==> src/rtl/subway_pkg.sv <==
// Shared cell, action and FSM state encodings for the subway runner planner.
// Also holds the lane-cell accessor used by the planner and target selector.
package subway_pkg;

    typedef enum logic [1:0] {ROAD = 2'd0, LOW = 2'd1, HIGH = 2'd2, TRAIN = 2'd3} cell_t;
    typedef enum logic [1:0] {FWD = 2'd0, RIGHT = 2'd1, LEFT = 2'd2, JUMP = 2'd3} action_t;
    typedef enum logic [1:0] {IDLE = 2'd0, FILL = 2'd1, RUN = 2'd2, DRAIN = 2'd3} state_t;

    // Columns are zero-extended to the 8-lane maximum before lookup.
    function automatic cell_t cell_at(input logic [15:0] col, input int lane);
        return cell_t'(col[2*lane +: 2]);
    endfunction

endpackage

==> src/rtl/subway_target_sel.sv <==
// Combinational: nearest non-train lane of a column to the current lane, lower index wins ties.
// If every lane is a train cell, the current lane is returned.
module subway_target_sel
    import subway_pkg::*;
#(
    parameter int N_LANES = 4,
    localparam int LW = $clog2(N_LANES)
) (
    input  logic [2*N_LANES-1:0] i_col,
    input  logic [LW-1:0]        i_lane,
    output logic [LW-1:0]        o_target
);

    logic w_found;
    int   w_lo;
    int   w_hi;

    // Search outward from the current lane; the lower side is tried first at each distance.
    always_comb begin
        o_target = i_lane;
        w_found  = 1'b0;
        w_lo     = 0;
        w_hi     = 0;
        for (int d = 0; d < N_LANES; d++) begin
            w_lo = int'(i_lane) - d;
            w_hi = int'(i_lane) + d;
            if (!w_found && w_lo >= 0) begin
                if (cell_at(16'(i_col), w_lo) != TRAIN) begin
                    o_target = LW'(w_lo);
                    w_found  = 1'b1;
                end
            end
            if (!w_found && w_hi < N_LANES) begin
                if (cell_at(16'(i_col), w_hi) != TRAIN) begin
                    o_target = LW'(w_hi);
                    w_found  = 1'b1;
                end
            end
        end
    end

endmodule

==> src/rtl/subway_planner.sv <==
// Streams TRACK_LEN columns and emits TRACK_LEN-1 runner moves; action a_c appears TRAIN_PERIOD+1 cycles after column c.
// No backpressure: input is a valid-only stream, output a fixed-latency burst. err exists only with SUBWAY_PLANNER_ERR_EN.
module subway_planner
    import subway_pkg::*;
#(
    parameter int N_LANES      = 4,
    parameter int TRACK_LEN    = 64,
    parameter int TRAIN_PERIOD = 8,
    localparam int LW = $clog2(N_LANES)
) (
    input  logic                 clk,
    input  logic                 rst,
    input  logic                 in_valid,
    input  logic [LW-1:0]        init,
    input  logic [2*N_LANES-1:0] in,
    output logic                 out_valid,
    output logic [1:0]           out
`ifdef SUBWAY_PLANNER_ERR_EN
    ,
    output logic                 err
`endif
);

    localparam int CW = $clog2(TRACK_LEN + TRAIN_PERIOD);
    localparam int PW = (TRAIN_PERIOD > 1) ? $clog2(TRAIN_PERIOD) : 1;
    localparam logic [CW-1:0] C_TP     = CW'(TRAIN_PERIOD);
    localparam logic [CW-1:0] C_TL     = CW'(TRACK_LEN);
    localparam logic [CW-1:0] C_LAST   = CW'(TRACK_LEN + TRAIN_PERIOD - 2);
    localparam logic [PW-1:0] C_PH_MAX = PW'(TRAIN_PERIOD - 1);

    state_t                r_state;
    state_t                w_state_nxt;
    logic [CW-1:0]         r_col_cnt;
    logic [PW-1:0]         r_phase;
    logic                  r_done;
    logic [LW-1:0]         r_lane;
    // Together with the live input this forms the window of columns c+1 .. c+TRAIN_PERIOD.
    logic [2*N_LANES-1:0]  r_buf [TRAIN_PERIOD-1];
    logic                  r_out_valid;
    action_t               r_out;

    logic                  w_take;
    logic                  w_dec_en;
    logic                  w_last;
    logic                  w_train_c;
    logic [2*N_LANES-1:0]  w_col;
    logic [2*N_LANES-1:0]  w_next_col;
    logic [2*N_LANES-1:0]  w_train_col;
    logic [LW-1:0]         w_target;
    logic [LW-1:0]         w_lane_nxt;
    action_t               w_act;

    always_ff @(posedge clk) begin
        if (rst) r_state <= IDLE;
        else     r_state <= w_state_nxt;
    end

    always_comb begin
        w_state_nxt = r_state;
        case (r_state)
            IDLE:    if (in_valid) w_state_nxt = FILL;
            FILL:    if (r_col_cnt == C_TP) w_state_nxt = RUN;
            RUN:     if (w_last) w_state_nxt = IDLE;
                     else if (!in_valid) w_state_nxt = DRAIN;
            DRAIN:   if (w_last) w_state_nxt = IDLE;
            default: w_state_nxt = IDLE;
        endcase
    end

    subway_target_sel #(.N_LANES(N_LANES)) u_target_sel (
        .i_col    (w_train_col),
        .i_lane   (r_lane),
        .o_target (w_target)
    );

    // r_col_cnt is the frame cycle t, so the decision for column c runs at t = c + TRAIN_PERIOD.
    always_comb begin
        w_take      = in_valid && !r_done && (r_state != DRAIN) && (r_col_cnt < C_TL);
        w_col       = w_take ? in : '0;
        w_dec_en    = (r_state != IDLE) && (r_col_cnt >= C_TP) && (r_col_cnt <= C_LAST);
        w_last      = w_dec_en && (r_col_cnt == C_LAST);
        w_train_c   = (r_phase == '0) && (r_col_cnt != C_TP);
        w_next_col  = r_buf[TRAIN_PERIOD-2];
        w_train_col = (r_phase == '0) ? w_col : r_buf[r_phase - 1'b1];
        w_act       = FWD;
        w_lane_nxt  = r_lane;
        if (!w_train_c && (r_lane < w_target) &&
            cell_at(16'(w_next_col), int'(r_lane) + 1) == ROAD) begin
            w_act      = RIGHT;
            w_lane_nxt = r_lane + 1'b1;
        end else if (!w_train_c && (r_lane > w_target) &&
                     cell_at(16'(w_next_col), int'(r_lane) - 1) == ROAD) begin
            w_act      = LEFT;
            w_lane_nxt = r_lane - 1'b1;
        end else if (cell_at(16'(w_next_col), int'(r_lane)) == LOW) begin
            w_act = JUMP;
        end
    end

    always_ff @(posedge clk) begin
        if (rst) begin
            r_col_cnt   <= '0;
            r_phase     <= '0;
            r_done      <= 1'b0;
            r_lane      <= '0;
            r_out_valid <= 1'b0;
            r_out       <= FWD;
            for (int i = 0; i < TRAIN_PERIOD-1; i++) r_buf[i] <= '0;
        end else begin
            r_buf[0] <= w_col;
            for (int i = 1; i < TRAIN_PERIOD-1; i++) r_buf[i] <= r_buf[i-1];
            if (w_state_nxt == IDLE) begin
                r_col_cnt <= '0;
                r_phase   <= '0;
                r_done    <= 1'b0;
            end else begin
                r_col_cnt <= r_col_cnt + 1'b1;
                r_phase   <= (r_phase == C_PH_MAX) ? '0 : r_phase + 1'b1;
                if (r_state != IDLE && !in_valid) r_done <= 1'b1;
            end
            if (r_state == IDLE && in_valid) r_lane <= init;
            else if (w_dec_en)               r_lane <= w_lane_nxt;
            r_out_valid <= w_dec_en;
            r_out       <= w_dec_en ? w_act : FWD;
        end
    end

    assign out_valid = r_out_valid;
    assign out       = r_out;

`ifdef SUBWAY_PLANNER_ERR_EN
    logic r_err;
    logic w_err;

    always_comb begin
        w_err = ((r_state == FILL || r_state == RUN) && !r_done && !in_valid && (r_col_cnt < C_TL))
             || (r_state == DRAIN && in_valid)
             || (w_take && (&in));
    end

    always_ff @(posedge clk) begin
        if (rst) r_err <= 1'b0;
        else     r_err <= w_err;
    end

    assign err = r_err;
`endif

endmodule

==> config.mk <==
export PLATFORM = sky130hd
export DESIGN_NAME = subway_planner
export DESIGN_NICKNAME = d
export VERILOG_FILES = /design/src/rtl/subway_pkg.sv /design/src/rtl/subway_target_sel.sv /design/src/rtl/subway_planner.sv
export SDC_FILE = /design/constraint.sdc
export NUM_CORES = 1
export LEC_CHECK = 0
export BUFFER_PORTS_ARGS = -buffer_cell sky130_fd_sc_hd__clkbuf_2
export CAP_MARGIN = 20
export CORE_MARGIN = 1.5
export CORE_UTILIZATION = 35
export CTS_CLUSTER_SIZE = 24
export DETAILED_ROUTE_END_ITERATION = 10
export GPL_ROUTABILITY_DRIVEN = 0
export PLACE_DENSITY_LB_ADDON = 0.25
export SKIP_LAST_GASP = 1
export SLEW_MARGIN = 20
export SYNTH_ARGS = -nofsm -noshare
export SYNTH_HDL_FRONTEND = slang
export SYNTH_SLANG_ARGS = --single-unit
==> constraint.sdc <==
create_clock -name clk -period 9.3 [get_ports clk]
set_input_delay 0 -clock clk [delete_from_list [all_inputs] [get_ports clk]]
set_output_delay 0 -clock clk [all_outputs]
set_load 0.03 [all_outputs]
=== Word level (Yosys, flattened, before mapping) ===
Memory sizes are Yosys's and may differ from the RTL's.
Index checks and enable logic that the tools add are counted.

* $add $sub $neg: 11
* Magnitude comparators: 13
* Equal/unequal tests: 16
* Shift operators: 10
* Muxes and demuxes: 51
* Bitwise gates (word level): 8
* Reduce and logical (&&, ||, !) cells: 43

{| class="wikitable"
|+ Operators with widths
! cell !! number
|-
| 16-bit by 32-bit variable part select with 2-bit output || 8
|-
| 32-bit by 1-bit >= comparator with 1-bit output, second input constant || 3
|-
| 32-bit by 4-bit less-than comparator with 1-bit output, second input constant || 3
|-
| 8-bit 2-to-1 mux || 9
|-
| 2-bit 2-to-1 mux || 23
|-
| 16-bit by 4-bit variable part select with 2-bit output || 2
|-
| 1-bit logical AND || 20
|-
| 1-bit 2-to-1 mux || 18
|-
| 2-bit inequality test, second input constant || 8
|-
| 1-bit logical NOT || 10
|-
| 2-bit logical NOT || 4
|-
| 2-bit case mux with 4 select lines || 1
|-
| 7-bit by 1-bit adder with 7-bit output, second input constant || 1
|-
| 7-bit by 4-bit == test with 1-bit output, second input constant || 1
|-
| 7-bit == test, second input constant || 1
|-
| 7-bit by 4-bit >= comparator with 1-bit output, second input constant || 1
|-
| 7-bit less-or-equal comparator, second input constant || 1
|-
| 7-bit less-than comparator, second input constant || 1
|-
| 7-bit by 4-bit inequality test with 1-bit output, second input constant || 1
|-
| 1-bit OR || 7
|-
| 2-bit by 2-bit adder with 3-bit output, second input constant || 2
|-
| 3-bit OR reduction || 2
|-
| 2-bit by 2-bit subtractor with 3-bit output, second input constant || 2
|-
| 2-bit by 1-bit == test with 1-bit output, second input constant || 2
|-
| 18 further kinds || 21
|}

* Flip-flop bits (word level): 18
* Bits in writable memories: 56
* Input bits: 13
* Output and inout bits: 3
* Memories: 1

{| class="wikitable"
|+ Memories
! name !! depth !! width !! read ports !! clocked after Yosys merged registers in !! wr ports !! RTL line !! source
|-
| r_buf || 7 || 8 || 8 || 0 || 7 || subway_planner.sv:38 || <nowiki>logic [2*N_LANES-1:0] r_buf [TRAIN_PERIOD-1];</nowiki>
|}

=== Logic depth before layout (Yosys ltp) ===
Gate-level depths: netlist of the first run.

* Word-level depth: 38
* Depth in mapped cells: 26
* Gate-level depth less buffers: 22

=== By module ===
A second synthesis of the first run with hierarchy kept.

* Cell total of the unflattened synthesis: 373
* Area, all modules: 3530.9 um^2

{| class="wikitable"
|+ By module, submodules not included
! module !! instances !! cells an instance !! area each (um^2) !! sequential area each (um^2)
|-
| subway_planner || 1 || 313 || 3069.2 || 1481.4
|-
| subway_target_sel || 1 || 60 || 461.7 || 0.0
|}

=== Least setup slack after synthesis of the first run ===
OpenSTA, ideal clock, no wires.

* Path kind: register to register
* Start: register r_phase[0]
* End: register r_lane[0]
* Setup time: 0.128 ns
* Data arrival time: 4.578 ns
* Slack: 4.594 ns
* Stages on the path, launching flop included: 24
* Buffers on the path: 4
* Cells stage by stage: dfxtp_1 buf_6 buf_2 inv_1 ha_1 clkbuf_2 clkbuf_8 mux4_2 a211oi_1 a211oi_1 a31oi_1 o21ai_0 o21ai_1 a22oi_1 a221o_1 ha_1 a21oi_1 nor4bb_1 inv_1 a21oi_1 xnor2_1 nor2_1 a21oi_1 nor2_1

* Word-level cells in the longest chain between the ends: 34

{| class="wikitable"
|+ Ends and longest elaborated chain
! item !! RTL line !! source
|-
| start, declared || subway_planner.sv:34 || <nowiki>logic [PW-1:0] r_phase;</nowiki>
|-
| start signal, assigned || subway_planner.sv:118 || <nowiki>r_phase <= (r_phase == C_PH_MAX) ? '0 : r_phase + 1'b1;</nowiki>
|-
| 3-bit by 1-bit subtractor with 3-bit output || subway_planner.sv:84 || <nowiki>w_train_col = (r_phase == '0) ? w_col : r_buf[r_phase - 1'b1];</nowiki>
|-
| memory 7 x 8 bit || - ||
|-
| 8-bit 2-to-1 mux || subway_planner.sv:84 ||
|-
| 16-bit by 4-bit variable part select with 2-bit output || subway_pkg.sv:11 || <nowiki>return cell_t'(col[2*lane +: 2]);</nowiki>
|-
| 2-bit inequality test || subway_target_sel.sv:28, subway_target_sel.sv:34 ||
|-
| 1-bit 2-to-1 mux || subway_target_sel.sv:28 || <nowiki>if (cell_at(16'(i_col), w_lo) != TRAIN) begin</nowiki>
|-
| 1-bit 2-to-1 mux || subway_target_sel.sv:27 || <nowiki>if (!w_found && w_lo >= 0) begin</nowiki>
|-
| 1-bit logical NOT || subway_target_sel.sv:33 || <nowiki>if (!w_found && w_hi < N_LANES) begin</nowiki>
|-
| (+17 left out) || - ||
|-
| 1-bit logical NOT || subway_target_sel.sv:33 ||
|-
| 1-bit logical AND || subway_target_sel.sv:33 ||
|-
| 2-bit 2-to-1 mux || subway_target_sel.sv:33 ||
|-
| 2-bit less-than comparator || subway_planner.sv:87 || <nowiki>if (!w_train_c && (r_lane < w_target) &&</nowiki>
|-
| 1-bit logical AND (2 in series) || subway_planner.sv:87 ||
|-
| 2-bit 2-to-1 mux || subway_planner.sv:87 ||
|-
| 2-bit 2-to-1 mux || subway_planner.sv:122 || <nowiki>else if (w_dec_en) r_lane <= w_lane_nxt;</nowiki>
|-
| 2-bit 2-to-1 mux || subway_planner.sv:121 || <nowiki>if (r_state == IDLE && in_valid) r_lane <= init;</nowiki>
|-
| end signal, assigned || subway_planner.sv:121 ||
|-
| end signal, assigned || subway_planner.sv:122 ||
|-
| end, declared || subway_planner.sv:36 || <nowiki>logic [LW-1:0] r_lane;</nowiki>
|}

Parallel ways exist; a longest one is shown, timed or not. The select of a mux whose other input is x is not followed.
A chain may end at the register's enable or synchronous reset.

=== Worst setup path in the final report of the first run ===
Ends and elaborated chain as after synthesis.

==> results by group, run 1 <==
Status
  • Outcome: complete, no violations

Synth
  • Share of the synthesized area in the top cell type: a little over two fifths
  • Cells after Synth: 365
  • Register area share after synthesis: between 40 and 50%
  • Syn_nets: slightly below 400
  • Yosys reg bits: between 70 and 80
  • Synth warn: 0
  • Mapped cell area: 0.00348 mm²
  • Post-synth EDFFs: 0
  • Synthesized area per cell: roughly 9.5 µm²
  • Asr flop ratio synth: 0%
  • Area contributors post-synth: dfxtp_1 43%, nor2b_1 9.2%, ha_1 4.0%
  • Synth area leader: dfxtp_1
  • Unique masters post-synth: 65
  • Top_reg_cell synth: dfxtp_1

Die
  • Die H: slightly above 100 µm
  • Total core area: roughly 0.0097 mm²
  • Die X-Extent: 103 µm
  • Io pins: 16
  • Initial core utilization: between 30 and 40%
  • Die area: roughly 0.011 mm²
  • Row Count: 36

Drt
  • Via-to-Cell Ratio: 4.85
  • DRC viols: 0
  • Detail Route Antenna Nets: 0
  • DR iter-0 viols: 69
  • WL final: 6910 µm
  • Drt pass-1 iters: 4
  • Via count: 2530
  • Mean routed wirelength per cell: ~13 µm

Global route
  • First-pass GRT wire length: 11700 µm
  • M2 GR Usage: about a quarter
  • Total track usage: between 10 and 15%
  • Met3 Usage GRT: under 10%
  • Met1 usage: 18.6%
  • GRT Max-Usage Layer: met2
  • Maximum number of pins on one net before global-route repair: 55
  • Vias in the first global route: 2440
  • GR Overflow Total: 0
  • Initial antenna violation count: 0

Layout
  • Most common cell after layout, fill and taps aside: dfxtp_1
  • Layout area overhead: 11.8%
  • Antenna Cells: 0
  • Share of cells above drive strength 1: about 15%
  • Non-filler cells, final: 522
  • Multi-input gate area: ~0.0018 mm²
  • Register Area: 0.00148 mm²
  • Leading cell types in the layout, fill and taps excluded: 74 x dfxtp_1, 51 x nor2b_1, 33 x nor2_1
  • Nets@finish: between 400 and 500
  • Fillers: around 960

Placement
  • Final HPWL DP: roughly 4900 µm
  • Placed insts: between 400 and 500
  • Port Buffer Count: 15

Clock network
  • CTS tree: yes
  • Worst-Skew Late Latency: approximately 0.35 ns
  • TritonCTS Buffers: 9
  • Maximum root-to-sink buffer count: 2
  • Worst-path clk slew: roughly 0.080 ns
  • Postcts setup bufs: 0
  • H-tree depth: 3
  • Clk root buf: clkbuf_8
  • Clk sinks: 74

Timing
  • Clock skew: 0.00670 ns
  • Setup violations, final: 0
  • Slew at the pin closest to its max-slew limit: approximately 0.9 ns
  • Hold_ws: 0.205 ns
  • Final hold violations: 0
  • RSZ-0062 raised after global routing: false
  • Slew HR: ~38%
  • FMAX: about 0.17 GHz
  • Final min period: 6.01 ns
  • Final Max Tran Viols: 0
  • Period utilization: 64.6%
  • Setup TNS Final: 0 ns

Power
  • Leakage: around 1.4 nW
  • Maximum vdd drop: about 0.099 mV
  • Pwr dens: around 170 mW/mm²

Critical path
  • CP Launch Type: flop
  • CP endpoint kind: flop
  • Worst Setup Path Type: flop to flop
  • Critical Path AT: 6.23 ns
  • CP Max Fanout: 24
  • CP required: 9.52 ns

Flow run
  • # Max-Cap Violations: 0

Hold path
  • Worst Hold Class: input pin to flop
-- worst paths after layout --
check                   start          end  slack, ns  cells past startpoint
setup reg to reg   r_phase[0]    r_lane[0]       3.29                     20
hold / removal            rst    r_lane[0]       0.21                      3
setup / recovery   r_phase[0]    r_lane[0]       3.29                     20
hold reg to reg   r_buf[5][0]  r_buf[6][0]       0.46                      1
-- power breakdown --
group | internal [mW] | switching, mW
registers | 0.323 | 0.00890
clock network | 0.101 | 0.131
logic | 0.0414 | 0.0548
total | 0.466 | 0.195
-- synthesized netlist by cell type (3+ instances only) --
library cell,number
nor2_1,33
nor2b_1,51
o2111ai_1,4
clkbuf_1,8
dfxtp_1,74
and2_1,10
and2b_2,5
xor2_1,3
nand3b_1,3
xnor2_1,5
ha_1,11
nor3_1,14
o21ai_0,10
or2b_2,3
mux2i_1,5
nand4_1,7
a21oi_1,15
a22oi_1,3
a32oi_1,3
a211oi_1,5
inv_1,12
nand3_1,7
a31oi_1,3
clkbuf_8,4
mux4_2,4
nand2_1,18
-- worst max-delay path: stages (launching register included) --
cell and delay, ns:
dfxtp_1 0.93, inv_1 0.20, ha_1 0.85, mux4_2 0.41, a22oi_1 0.32, o21ai_2 0.18
and4_2 0.28, a211oi_2 0.34, nor3_2 0.11, o21ai_1 0.15, a22oi_1 0.09, a221o_1 0.36
ha_1 0.29, a21oi_1 0.17, nor4bb_1 0.57, inv_1 0.09, a21oi_1 0.19, xnor2_1 0.13
nor2_1 0.05, a21oi_1 0.11, nor2_1 0.05
-- layout make-up --
class	instances	area share, %
Multi-Input combinational cell	260	46.8
Clock inverter	7	1.58
Tap cell	133	4.28
Clock buffer	9	3.18
Sequential cell	74	38.1
Timing Repair Buffer	27	4.95
Inverter	12	1.16
-- kinds of logic after synthesis --
logic type	after synthesis	share of synthesized area [%]
DFF	74	42.6
buffers and inverters	31	5.11
AOI/OAI and AO/OA	65	15.0
xor gates and xnor gates	8	2.01
and+or+nand+nor	166	26.9
muxes	10	4.35
adders and majority gates	11	3.96
-- sequential cells by signal (all words and copies together), names as in the netlist --
register and flops:
r_phase 3, r_lane 2, r_done 1, r_buf 56, r_state 2, r_col_cnt 7
out_valid 1, out 2
-- per-layer routing --
layer,share of wire [%],vias to the layer above,wire length [µm]
met4,1.8,0,123
met2,47,35,3220
met5,0,-,0
met3,2.4,9,169
met1,49,1172,3390
li1,-,1314,-
-- timing repair --
item                      CTS  global route
hold endpoints to repair   11             0
resized for setup           0             0
hold buffers               11             0
-- metrics by stage --
stage | cell area (µm²) | setup slack, ns | util, % | power [mW]
after CTS | 3890 | 3.30 | 40.2 | 0.671
after detailed placement | 3590 | 3.31 | 37.1 | 0.432
after global placement | 3590 | 3.46 | 37.1 | 0.430
after floorplan | 3480 | 4.59 | - | 0.415
after global routing | 3890 | 2.70 | 40.2 | 0.696
final | 3890 | 3.29 | 40.2 | 0.661
(Power assumes the default switching activity.)
==> inputs of run 2 (changes only) <==
==> constraint.sdc (replaced) <==
create_clock -name clk -period 5.3 [get_ports clk]
set_input_delay 0 -clock clk [delete_from_list [all_inputs] [get_ports clk]]
set_output_delay 0 -clock clk [all_outputs]
set_load 0.03 [all_outputs]
==> results by group, run 2 (synthesis gave the netlist of run 1 again) <==
Status
  • Outcome: complete, no violations

Layout
  • Most common cell after layout, fill and taps aside: dfxtp_1
  • Nets@finish: 413 (+1.2%)
  • Antenna Cells: 0 (unchanged)
  • Layout area overhead: 13.6%
  • Final instance area: 0.00395 mm² (+1.6%)
  • Register with the most flip-flops: r_buf
  • Multi-input gate area: 0.00183 mm² (+0.34%)
  • Share of cells above drive strength 1: 16.5% (+1.3 points)
  • Fillers: 950 (-1.5%)
  • Leading cell types in the layout, fill and taps excluded: 74 x dfxtp_1, 51 x nor2b_1, 33 x nor2_1
  • Max reg flops: 56 (unchanged)
  • Register Area: 0.00148 mm² (unchanged)
  • Top Registers: r_buf: 56 flops, r_col_cnt: 7 flops, r_phase: 3 flops

Drt
  • Top metal layer carrying routed signals: met4
  • DR iter-0 viols: 49 (-29%)
  • Via count: 2556 (+1.0%)
  • Mean routed wirelength per cell: 13.1 µm (-0.82%)
  • DRC viols: 0 (unchanged)
  • WL final: 6910 µm (+0.13%)
  • Drt pass-1 iters: 4 (unchanged)
  • Metal-1 WL: 3440 µm (+1.6%)
  • Wire length on met2: 3150 µm (-2.3%)
  • Detail Route Antenna Nets: 0 (unchanged)
  • Via-to-Cell Ratio: 4.85 (about the same)
  • Met3 wire len: 211 µm (+25%)

Clock network
  • Postcts setup bufs: 0 (unchanged)
  • TritonCTS Buffers: 9 (unchanged)
  • Maximum root-to-sink buffer count: 2 (unchanged)
  • H-tree depth: 3 (unchanged)
  • Worst-Skew Late Latency: 0.35 ns (about the same)
  • Clk root buf: clkbuf_8
  • CTS tree: yes
  • Clk sinks: 74 (unchanged)
  • Worst-path clk slew: 0.08 ns (about the same)

Timing
  • Final Max Tran Viols: 0 (unchanged)
  • Slew at the pin closest to its max-slew limit: 0.779 ns (-0.143 ns)
  • Setup TNS Final: 0 ns (unchanged)
  • Period utilization: 89.5% (+25 points)
  • Final hold violations: 0 (unchanged)
  • RSZ-0062 raised after global routing: false
  • Clock skew: 0.0115 ns (+0.00478 ns)
  • FMAX: 0.211 GHz (+27%)
  • Slew HR: 47.9% (+9.5 points)
  • Final min period: 4.74 ns (-1.27 ns)
  • Setup violations, final: 0 (unchanged)

Placement
  • Final HPWL DP: 5030 µm (+1.8%)
  • Port Buffer Count: 15 (unchanged)
  • Post-DP Area: 0.00363 mm² (+1.0%)

Power
  • Internal power: 0.876 mW (+88%)
  • Switching share of power: 26.8% (-2.7 points)
  • Power, Total: 1.20 mW (+81%)
  • Clk network pwr share: 36.5% (+1.3 points)
  • Sequential Power Share: 48.1% (-2.1 points)
  • Leakage: 1.47 nW (+3.1%)
  • Part of the power in combinational logic: 15.4% (+0.8 points)
  • P_sw: 0.321 mW (+65%)
  • Pwr dens: 303 mW/mm² (+78%)
  • Maximum vdd drop: 0.192 mV (+93%)

Critical path
  • CP required: 5.52 ns (-4.00 ns)
  • CP Max Fanout: 19 (-21%)
  • CP Launch Type: flop
  • Critical Path AT: 4.96 ns (-1.27 ns)
  • CP endpoint kind: flop
  • Worst Setup Path Type: flop to flop

Die
  • Die X-Extent: 103 µm (unchanged)
  • Total core area: 0.00968 mm² (unchanged)
  • Initial core utilization: 35.9% (unchanged)
  • Die H: 103 µm (unchanged)
  • Die area: 0.0105 mm² (unchanged)
  • Io pins: 16 (unchanged)
  • Row Count: 36 (unchanged)

Global route
  • Initial antenna violation count: 0 (unchanged)
  • Total track usage: 14.7% (+0.080 points)
  • Maximum number of pins on one net before global-route repair: 32 (-42%)
  • First-pass GRT wire length: 11800 µm (+0.94%)
  • Vias in the first global route: 2460 (+0.82%)
  • GR Overflow Total: 0 (unchanged)

Hold path
  • Worst Hold Class: input pin to flop

Flow run
  • # Max-Cap Violations: 0 (unchanged)
==> run 2: final timing paths <==
path                    start     endpoint  slack, ns  depth (start not counted)
setup / recovery   r_phase[0]    r_lane[0]       0.56                         22
hold / removal            rst    r_lane[0]       0.25                          2
setup reg to reg   r_phase[0]    r_lane[0]       0.56                         22
hold reg to reg   r_buf[1][3]  r_buf[2][3]       0.46                          1
==> run 2: power by group through the flow <==
stage | Sequential (mW) | Clock, mW | Combinational, mW
floorplan | 0.586 | 0 | 0.143
global placement | 0.589 | 0 | 0.175
detailed placement | 0.589 | 0 | 0.177
CTS | 0.576 | 0.451 | 0.184
global route | 0.578 | 0.476 | 0.206
finish | 0.576 | 0.436 | 0.184
==> run 2: metrics by stage <==
stage / hold slack [ns] / setup slack [ns] / instances / utilization (%)
after floorplan: 0.122 / 0.594 / 365 / -
final: 0.251 / 0.559 / 527 / 40.8
after detailed placement: 0.222 / 0.459 / 500 / 37.5
after global placement: 0.218 / 0.546 / 500 / 37.5
after global routing: 0.298 / 0.136 / 527 / 40.8
after CTS: 0.255 / 0.464 / 527 / 40.7
==> run 2: layout make-up <==
class                      instances  share of cell area, %
multi-input combinational        260                   46.2
clock buffer                      10                   3.48
tap                              133                   4.21
sequential                        74                   37.5
inverter                          12                   1.14
clock inverter                     6                   1.68
timing repair buffer              32                   5.82
==> run 2: timing repair <==
action,CTS,global route
hold endpoints to repair,11,0
setup endpoints to repair,0,2
gates resized for setup,0,1
hold buffers,11,0
==> run 2: routing by layer <==
metal / track usage [%] / vias to the layer above
met5: 0 / -
met4: 4.32 / 0
met3: 3.66 / 8
met2: 23.8 / 32
met1: 19.3 / 1199
li1: - / 1317
==> run 2: critical path, stage by stage, from the launching register on <==
cell and delay, ns:
dfxtp_1 0.34, inv_1 0.07, ha_1 0.44, buf_4 0.29, nand4_1 0.12, nand4_1 0.13
nand3_1 0.10, o21ai_0 0.31, o21ai_0 0.27, a22o_4 0.33, nor3_2 0.20, nand2_2 0.10
a21o_1 0.16, a221o_1 0.31, ha_1 0.29, a21oi_1 0.16, nor4bb_2 0.39, inv_1 0.07
a21oi_1 0.18, xnor2_1 0.14, nor2_1 0.05, a21oi_1 0.11, nor2_1 0.04
==> inputs of run 3 (changes only) <==
--- a/config.mk
+++ b/config.mk
@@ -5,9 +5,9 @@
 export SDC_FILE = /design/constraint.sdc
 export NUM_CORES = 1
 export LEC_CHECK = 0
-export BUFFER_PORTS_ARGS = -buffer_cell sky130_fd_sc_hd__clkbuf_2
+export BUFFER_PORTS_ARGS = -buffer_cell sky130_fd_sc_hd__buf_2
 export CAP_MARGIN = 20
-export CORE_MARGIN = 1.5
+export CORE_MARGIN = 5
 export CORE_UTILIZATION = 35
 export CTS_CLUSTER_SIZE = 24
 export DETAILED_ROUTE_END_ITERATION = 10
==> results by group, run 3 (synthesis gave the netlist of run 1 again) <==
Drt
  • DRC viols: 0 (unchanged)
  • Mean routed wirelength per cell: 13.3 µm (+1.8%)
  • Detail Route Antenna Nets: 0 (unchanged)
  • Via-to-Cell Ratio: 4.89 (+0.74%)
  • Via count: 2575 (+0.74%)
  • DR iter-0 viols: 117 (+140%)
  • Drt pass-1 iters: 4 (unchanged)
  • WL final: 7040 µm (+1.8%)

Clock network
  • H-tree depth: 3 (unchanged)
  • Postcts setup bufs: 0 (unchanged)
  • TritonCTS Buffers: 9 (unchanged)
  • Worst-Skew Late Latency: 0.35 ns (about the same)
  • Clk sinks: 74 (unchanged)
  • Maximum root-to-sink buffer count: 2 (unchanged)
  • Worst-path clk slew: 0.09 ns (about the same)
  • CTS tree: yes
  • Clk root buf: clkbuf_8

Flow run
  • # Max-Cap Violations: 0 (unchanged)

Timing
  • RSZ-0062 raised after global routing: false
  • Hold_ws: 0.194 ns (-0.0568 ns)
  • Final hold violations: 0 (unchanged)
  • Final Max Tran Viols: 0 (unchanged)
  • FMAX: 0.208 GHz (-1.5%)
  • Period utilization: 90.8% (+1.4 points)
  • Setup violations, final: 0 (unchanged)
  • Slew at the pin closest to its max-slew limit: 0.764 ns (-0.0142 ns)
  • Setup ws final: 0.485 ns (-0.0734 ns)
  • Clock skew: 0.00936 ns (-0.00212 ns)
  • Slew HR: 48.9% (+0.95 points)
  • Final min period: 4.81 ns (+0.0734 ns)
  • Setup TNS Final: 0 ns (unchanged)

Global route
  • Vias in the first global route: 2440 (-0.81%)
  • Maximum number of pins on one net before global-route repair: 55 (+72%)
  • First-pass GRT wire length: 12100 µm (+2.0%)
  • Total track usage: 13.1% (-1.5 points)
  • Initial antenna violation count: 0 (unchanged)
  • GR Overflow Total: 0 (unchanged)

Die
  • Row Count: 36 (unchanged)
  • Die area: 0.0120 mm² (+14%)
  • Die H: 110 µm (+6.8%)
  • Die X-Extent: 110 µm (+6.8%)
  • Io pins: 16 (unchanged)
  • Initial core utilization: 35.8% (-0.17 points)
  • Total core area: 0.00973 mm² (+0.47%)

Critical path
  • Setup slack, reg-to-reg: 0.49 ns (-0.07 ns)
  • Start point of the critical path: r_phase[0]
  • CP Launch Type: flop
  • Reg2Reg Depth: 22 (unchanged)
  • End of the critical path: r_lane[0]
  • CP Max Fanout: 19 (unchanged)
  • R2r endpoint: r_lane[0]
  • Slowest stage cell on the critical path: ha_1
  • Critical Path, Cell by Cell: inv_1 > ha_1 > buf_4 > nand4_1 > nand4_1 > nand3_1 > o21ai_0 > o21ai_0 > a22o_4 > nor3_2 > nand2_2 > a21o_1 > a221o_1 > ha_1 > a21oi_1 > nor4bb_2 > inv_1 > a21oi_1 > xnor2_1 > nor2_1 > a21oi_1 > nor2_1
  • Worst Setup Path Type: flop to flop
  • Cell repeated most along the worst path: a21oi_1
  • CP endpoint kind: flop
  • Cell family with most CP delay: compound AO/OA/AOI/OAI gates
  • Critical Path AT: 5.04 ns (+0.08 ns)
  • FF-to-FF Start: r_phase[0]
  • Critical Path Max Stage Delay: 0.43 ns (about the same)
  • Crit path buffers/inverters: 3 (unchanged)
  • Worst path depth: 22 (unchanged)
  • CP required: 5.53 ns (about the same)

Layout
  • Antenna Cells: 0 (unchanged)
  • Register with the most flip-flops: r_buf
  • Fillers: 1014 (+6.7%)
  • Leading cell types in the layout, fill and taps excluded: 74 x dfxtp_1, 51 x nor2b_1, 33 x nor2_1
  • Max reg flops: 56 (unchanged)
  • Most common cell after layout, fill and taps aside: dfxtp_1
  • Top Registers: r_buf: 56 flops, r_col_cnt: 7 flops, r_phase: 3 flops
  • Non-filler cells, final: 527 (unchanged)
  • Nets@finish: 413 (unchanged)
  • Share of cells above drive strength 1: 16.5% (unchanged)
  • Layout area overhead: 13.5% (about the same)

Power
  • Maximum vdd drop: 0.160 mV (-17%)
  • Pwr dens: 305 mW/mm² (+0.83%)
  • Power, Total: 1.21 mW (+0.73%)
  • Leakage: 1.46 nW (-0.66%)

Hold path
  • Min-Delay Startpoint: rst
  • Worst Hold Class: input pin to flop

Placement
  • Port Buffer Count: 15 (unchanged)
  • Final HPWL DP: 5060 µm (+0.60%)
  • Placement Setup Slack: 0.391 ns (-0.0674 ns)
  • Placed insts: 500 (unchanged)

Status
  • Outcome: complete, no violations
[run 3: cell count changes in the layout (fill, tap and decap cells not counted), sizes merged]
cell      delta
clkinvlp     +2
clkinv       -3
clkbuf      -16
inv          +2
buf         +15
[run 3: tightest hold or removal path: cells and delay by family]
family                 cells  cell delay [ns]
buffers and inverters      2             0.37
AND/OR/NAND/NOR            1             0.15
[run 3: per-stage QoR]
step,utilization (%),area (µm²)
detailed placement,37.3,3630
finish,40.6,3950
floorplan,-,3480
global placement,37.3,3630
global route,40.6,3950
CTS,40.5,3940
[run 3: worst min path at each step]
stage | end | slack, ns | cells after the start
finish | r_lane[0] | 0.19 | 3
global route | r_buf[4][6] | 0.25 | 3
CTS | r_lane[0] | 0.21 | 3
detailed placement | r_buf[0][5] | 0.22 | 2
global placement | r_buf[0][2] | 0.22 | 2
floorplan | r_buf[0][0] | 0.12 | 1
[run 3: report_power, final]
part	internal, mW	leakage (nW)	switching (mW)
Clock	0.221	0.0962	0.226
Sequential	0.567	0.600	0.00889
Combinational	0.0781	0.767	0.106
[run 3: repair_timing]
action / 4_1_cts / 5_1_grt
gates resized for setup: 0 / 1
endpoints found under the setup margin: 0 / 1
hold buffers: 11 / 0
endpoints found under the hold margin: 11 / 0
[run 3: layout make-up]
cell class	instances	area (µm²)	area share (%)
clock inverters	7	76.3	1.93
flip-flops and latches	74	1480	37.5
repair buffers	32	230	5.83
clock buffers	9	124	3.14
multi-input cells	260	1830	46.2
well taps	133	166	4.21
inverters	12	45.0	1.14
[run 3: per-layer routing]
metal | vias up | share of wire [%] | routed length (µm) | GRT usage [%]
li1 | 1321 | - | - | -
met1 | 1196 | 48 | 3380 | 17.5
met2 | 47 | 45 | 3190 | 19.7
met3 | 11 | 5.1 | 357 | 3.88
met4 | 0 | 1.5 | 108 | 5.61
met5 | - | 0 | 0 | 0
